`src/rtl/param_fetch_ctrl.sv`:
```
// param_fetch_ctrl
// Streams a burst of words from a synchronous parameter ROM into a
// valid/ready interface. Addresses are issued from a registered pointer,
// and the ROM returns each word one clock later. Words land in a small
// FIFO so that downstream back-pressure never loses data. The address
// issuer only runs while every in-flight read is guaranteed a FIFO slot.

module param_fetch_ctrl #(
    parameter int DATA_WIDTH = 8,
    parameter int ADDR_WIDTH = 10,
    parameter int LEN_WIDTH  = 10
) (
    input  logic                         clk,
    input  logic                         rst,
    input  logic                         start,
    input  logic [ADDR_WIDTH-1:0]        base_addr,
    input  logic [LEN_WIDTH-1:0]         length,
    output logic                         busy,
    output logic                         done,
    output logic [ADDR_WIDTH-1:0]        rom_addr,
    input  logic signed [DATA_WIDTH-1:0] rom_data,
    output logic                         m_valid,
    input  logic                         m_ready,
    output logic signed [DATA_WIDTH-1:0] m_data,
    output logic                         m_last
);

    localparam int FIFO_DEPTH = 4;
    localparam int PTR_WIDTH  = 2;
    localparam int CNT_WIDTH  = 3;

    typedef enum logic [1:0] {
        IDLE  = 2'd0,
        FETCH = 2'd1,
        DRAIN = 2'd2,
        DONE  = 2'd3
    } state_t;

    state_t                 r_state;
    state_t                 w_nextState;

    // Address issue pipeline
    logic [ADDR_WIDTH-1:0]  r_romAddr;
    logic [LEN_WIDTH-1:0]   r_remain;
    logic                   r_issue;
    logic                   r_issueLast;
    logic                   r_issueD;
    logic                   r_issueLastD;

    // Output FIFO
    logic [DATA_WIDTH-1:0]  r_fifoData [FIFO_DEPTH];
    logic                   r_fifoLast [FIFO_DEPTH];
    logic [PTR_WIDTH-1:0]   r_wrPtr;
    logic [PTR_WIDTH-1:0]   r_rdPtr;
    logic [CNT_WIDTH-1:0]   r_count;

    // Combinational control
    logic                   w_issue;
    logic                   w_issueFirst;
    logic                   w_issueLast;
    logic                   w_room;
    logic [CNT_WIDTH-1:0]   w_committed;
    logic                   w_write;
    logic                   w_read;
    logic                   w_fifoValid;
    logic                   w_headLast;

    // A FIFO slot is reserved for every read already in flight. A new
    // read may only be issued when one more slot is still free.
    assign w_committed = r_count
                       + {{(CNT_WIDTH-1){1'b0}}, r_issue}
                       + {{(CNT_WIDTH-1){1'b0}}, r_issueD};
    assign w_room      = (w_committed < CNT_WIDTH'(FIFO_DEPTH));

    assign w_fifoValid = (r_count != '0);
    assign w_headLast  = r_fifoLast[r_rdPtr];
    assign w_write     = r_issueD;
    assign w_read      = w_fifoValid && m_ready;

    assign m_valid     = w_fifoValid;
    assign m_data      = w_fifoValid ? r_fifoData[r_rdPtr] : '0;
    assign m_last      = w_fifoValid && w_headLast;
    assign rom_addr    = r_romAddr;

    // State register
    always_ff @(posedge clk) begin
        if (rst) begin
            r_state <= IDLE;
        end else begin
            r_state <= w_nextState;
        end
    end

    // Next-state, address-issue decisions and status outputs
    always_comb begin
        w_nextState  = r_state;
        w_issue      = 1'b0;
        w_issueFirst = 1'b0;
        w_issueLast  = 1'b0;
        busy         = 1'b1;
        done         = 1'b0;

        unique case (r_state)
            IDLE: begin
                busy = 1'b0;
                if (start) begin
                    if (length != '0) begin
                        w_issue      = 1'b1;
                        w_issueFirst = 1'b1;
                        w_issueLast  = (length == LEN_WIDTH'(1));
                        w_nextState  = FETCH;
                    end else begin
                        w_nextState  = DONE;
                    end
                end
            end

            FETCH: begin
                if (r_remain == '0) begin
                    // Single-word bursts issue their only address from IDLE
                    w_nextState = DRAIN;
                end else if (w_room) begin
                    w_issue     = 1'b1;
                    w_issueLast = (r_remain == LEN_WIDTH'(1));
                    if (r_remain == LEN_WIDTH'(1)) begin
                        w_nextState = DRAIN;
                    end
                end
            end

            DRAIN: begin
                if (w_read && w_headLast) begin
                    w_nextState = DONE;
                end
            end

            DONE: begin
                done        = 1'b1;
                w_nextState = IDLE;
            end

            default: begin
                w_nextState = IDLE;
            end
        endcase
    end

    // Address pointer, remaining-word counter and the two-stage issue
    // tracker that marks when ROM data is ready to be captured
    always_ff @(posedge clk) begin
        if (rst) begin
            r_romAddr    <= '0;
            r_remain     <= '0;
            r_issue      <= 1'b0;
            r_issueLast  <= 1'b0;
            r_issueD     <= 1'b0;
            r_issueLastD <= 1'b0;
        end else begin
            if (w_issueFirst) begin
                r_romAddr <= base_addr;
                r_remain  <= length - LEN_WIDTH'(1);
            end else if (w_issue) begin
                r_romAddr <= r_romAddr + ADDR_WIDTH'(1);
                r_remain  <= r_remain - LEN_WIDTH'(1);
            end
            r_issue      <= w_issue;
            r_issueLast  <= w_issueLast;
            r_issueD     <= r_issue;
            r_issueLastD <= r_issueLast;
        end
    end

    // FIFO storage; contents need no reset because the count gates them
    always_ff @(posedge clk) begin
        if (w_write) begin
            r_fifoData[r_wrPtr] <= rom_data;
            r_fifoLast[r_wrPtr] <= r_issueLastD;
        end
    end

    // FIFO pointers and occupancy; a write and read together leave the
    // count unchanged
    always_ff @(posedge clk) begin
        if (rst) begin
            r_wrPtr <= '0;
            r_rdPtr <= '0;
            r_count <= '0;
        end else begin
            if (w_write) begin
                r_wrPtr <= r_wrPtr + PTR_WIDTH'(1);
            end
            if (w_read) begin
                r_rdPtr <= r_rdPtr + PTR_WIDTH'(1);
            end
            if (w_write && !w_read) begin
                r_count <= r_count + CNT_WIDTH'(1);
            end else if (w_read && !w_write) begin
                r_count <= r_count - CNT_WIDTH'(1);
            end
        end
    end

endmodule

```
`config.mk`:
```
export PLATFORM = sky130hd
export DESIGN_NAME = param_fetch_ctrl
export DESIGN_NICKNAME = d
export VERILOG_FILES = /design/src/rtl/param_fetch_ctrl.sv
export SDC_FILE = /design/constraint.sdc
export NUM_CORES = 1
export LEC_CHECK = 0
export ABC_AREA = 1
export BUFFER_PORTS_ARGS = -buffer_cell sky130_fd_sc_hd__buf_2
export CORE_UTILIZATION = 50
export CTS_BUF_LIST = sky130_fd_sc_hd__clkbuf_8
export CTS_CLUSTER_DIAMETER = 50
export DETAILED_ROUTE_END_ITERATION = 6
export PLACE_DENSITY = 0.72
export SETUP_SLACK_MARGIN = 0.1
export SLEW_MARGIN = 10
export SYNTH_ARGS = -nofsm -noshare
export SYNTH_HDL_FRONTEND = slang
export SYNTH_SLANG_ARGS = --single-unit
```
`constraint.sdc`:
```
create_clock -name clk -period 2.7 [get_ports clk]
set_clock_uncertainty 0.1 [all_clocks]
set_input_delay 0.27 -clock clk [delete_from_list [all_inputs] [get_ports clk]]
set_output_delay 0.27 -clock clk [all_outputs]
set_load 0.02 [all_outputs]
```
==> reports/metrics.cfg <==
[route]
ant_nets = 0
wirelength_um = 7670
drt-pass1-iter-count = 4
routedWlPerCell_um = 12.1
initialDrtViolationCount = 138
vias = 3128
viasPerCell = 4.93
drc = 0

[critical_path]
worstSetupEndpointType = output port
rr_worst_depth = 8
critPathMaxFanout = 11
crit_type = register to output port
reg2reg_slack_ps = 610
rr_startpoint = r_count[1]$_SDFFE_PP0P_
arrival_ps = 1750
start_kind = register
reg2reg_to = r_count[1]$_SDFFE_PP0P_
worstPathRequired_ps = 2330

[timing]
max_freq_mhz = 472
fin_tns_setup_ps = 0
report.final.slew_viol_count = 0
maxSlewHeadroom_pct = 51.1
setup_viol = 0
finalCriticalPeriod_ps = 2120
period_share_pct = 78.4
rsz0062_at_grt = false
hold_viol = 0
worst_slew_pin_slew_ps = 733

[clock_network]
cts-hold-fix-buffers = 0
htreeDepth = 3
cts.repair.resized = 0
cts.sinks = 71
clk_latency_ps = 340
cts_setup_buffers = 0
cts.path.max_buffers = 2
numCtsBuffers = 9
cts_root_buffer = clkbuf_8
cts.reportedPaths.clkPinSlew_ps = 70
tritoncts = yes

[synthesis]
yosys.area.top_type = edfxtp_1
syn_nets = 525
synth_area_sq_um = 3830
synth_cells = 477
synth_warnings = 0
avgSynthCellArea_sq_um = 8.02
async_reset_ff_share_pct = 0
yosysMostFrequentCell = nor2_1
synth_seq_area_share_pct = 46.6
ys_top_cells_by_area = edfxtp_1 28%, dfxtp_1 18%, nor2_1 10%
synth_edf_count = 36
synth_seq_cells = 71
synth_cell_types = 36
yosysTopAreaCellShare_pct = 28.3
yosys-top-cells-count = 102 x nor2_1, 93 x nand2_1, 45 x inv_1
synth_ff_type = edfxtp_1

[grt]
grt_pass1_vias = 2783
antenna_found_initial = 1
grt_max_degree = 29
grt_use_total_pct = 20.5
grt_overflow_total = 0
grt_pass1_wl_um = 12200

[finish]
fin_util_pct = 59.2
syn_to_final_growth_pct = 13.5
fillers = 661
multi_input_area_sq_um = 1740
nNetsFinal = 577
seqCellArea_sq_um = 1780
drive_above_1_share_pct = 16.5
design_area_sq_um = 4340

[floorplan]
die_area_sq_um = 8010
row_count = 31
die_x_um = 89.5
core_sq_um = 7330
ios = 54
die_h_um = 89.5
start_util_pct = 52.2

[pwr]
power_density_nw_per_um2 = 1040
p_leak_nw = 1.97
total_power_mw = 4.52
ir_worst_vdd_mv = 0.587

[placed_design]
portBuffers = 53
hpwl_um = 5390
gp_congestion = 0.855
placed_area_sq_um = 4130

[run]
cap_violations = 0

[worst_hold_path]
whs_endpoint = r_fifoData[1][5]$_DFFE_PP_
holdCritStartpoint = rom_data[5]
hold_path_depth = 1
hp-class = input port to register

[outcome]
outcome = finished, final reports clean

cells in the final DEF, fill, tap and decap left out, drive strengths merged:
cell      instances
buf              55
nor2            106
edfxtp           36
o21bai            1
fa                1
ha               15
and2              1
nor3              1
inv              52
xnor2             3
bufinv            2
or2               1
nand4             4
clkbuf            9
xor2             10
a21oi            20
dfxtp            35
clkinv            3
nand3            27
o21ai            47
o211ai            1
clkinvlp          1
a21boi            1
nand3b            4
nand2            98
diode             1
final cells by class:
| type | count | share of cell area [%] |
|---|---|---|
| clock inverter | 7 | 2.05 |
| tap | 99 | 2.85 |
| antenna | 1 | 0.0576 |
| clock buffer | 9 | 2.85 |
| timing repair buffer | 55 | 6.46 |
| sequential | 71 | 41.0 |
| multi-input combinational | 341 | 40.1 |
| inverter | 51 | 4.64 |
how the worst max path moves through the flow:
stage                                 start                      end  slack [ps]  cells past startpoint
finish                             register                m_data[4]         580                      6
global route                       register                m_data[7]         370                      6
CTS                                register                m_data[4]         560                      6
detailed placement  r_count[0]$_SDFFE_PP0P_  r_count[1]$_SDFFE_PP0P_         650                      8
global placement    r_count[1]$_SDFFE_PP0P_  r_count[1]$_SDFFE_PP0P_         730                      8
floorplan           r_count[0]$_SDFFE_PP0P_  r_count[1]$_SDFFE_PP0P_         830                      8
power breakdown:
group          internal (mW)  switching (mW)
sequential              1.35           0.227
clock                  0.515           0.389
combinational          0.703            1.33
routing by layer:
metal  wire, um  track usage, %  vias up
li1           -               -     1635
met4        144            9.09        0
met2       3890            38.4       60
met3        256            3.51        9
met5          0               0        -
met1       3380            22.7     1424
metrics by stage:
| stage | hold slack (ps) | instances | setup WS [ps] |
|---|---|---|---|
| 3_5_place_dp | 295 | 617 | 650 |
| 4_1_cts | 29.6 | 633 | 561 |
| 6_report | 41.0 | 634 | 583 |
| 2_1_floorplan | 269 | 477 | 835 |
| 5_1_grt | 26.8 | 634 | 374 |
| 3_3_place_gp | 295 | 617 | 731 |
kinds of logic (layout without fill, tap and decap cells):
kind of cell,count (synthesis),count (layout),synth area share (%)
AOI/OAI and AO/OA,70,70,9.65
xor gates and xnor gates,13,13,2.98
adders and majority gates,16,16,5.43
buffers and inverters,65,122,7.98
DFF,71,71,46.6
other,0,1,0
and+or+nand+nor,242,242,27.4
state kept, by name, summed over array words and instances (netlist names), 2 cells and up, named ones only:
name and flops:
r_fifoLast 4, r_fifoData 32, r_wrPtr 2, rom_addr 10
r_count 3, r_state 2, r_rdPtr 2, r_remain 10
worst max-delay path: stages, from the launching register on:
cell	delay [ps]
dfxtp_1	580
buf_4	240
nor2_1	60
nor2_1	100
o21ai_0	110
a21oi_1	130
buf_2	180
Power figures use the tool's default switching activity.
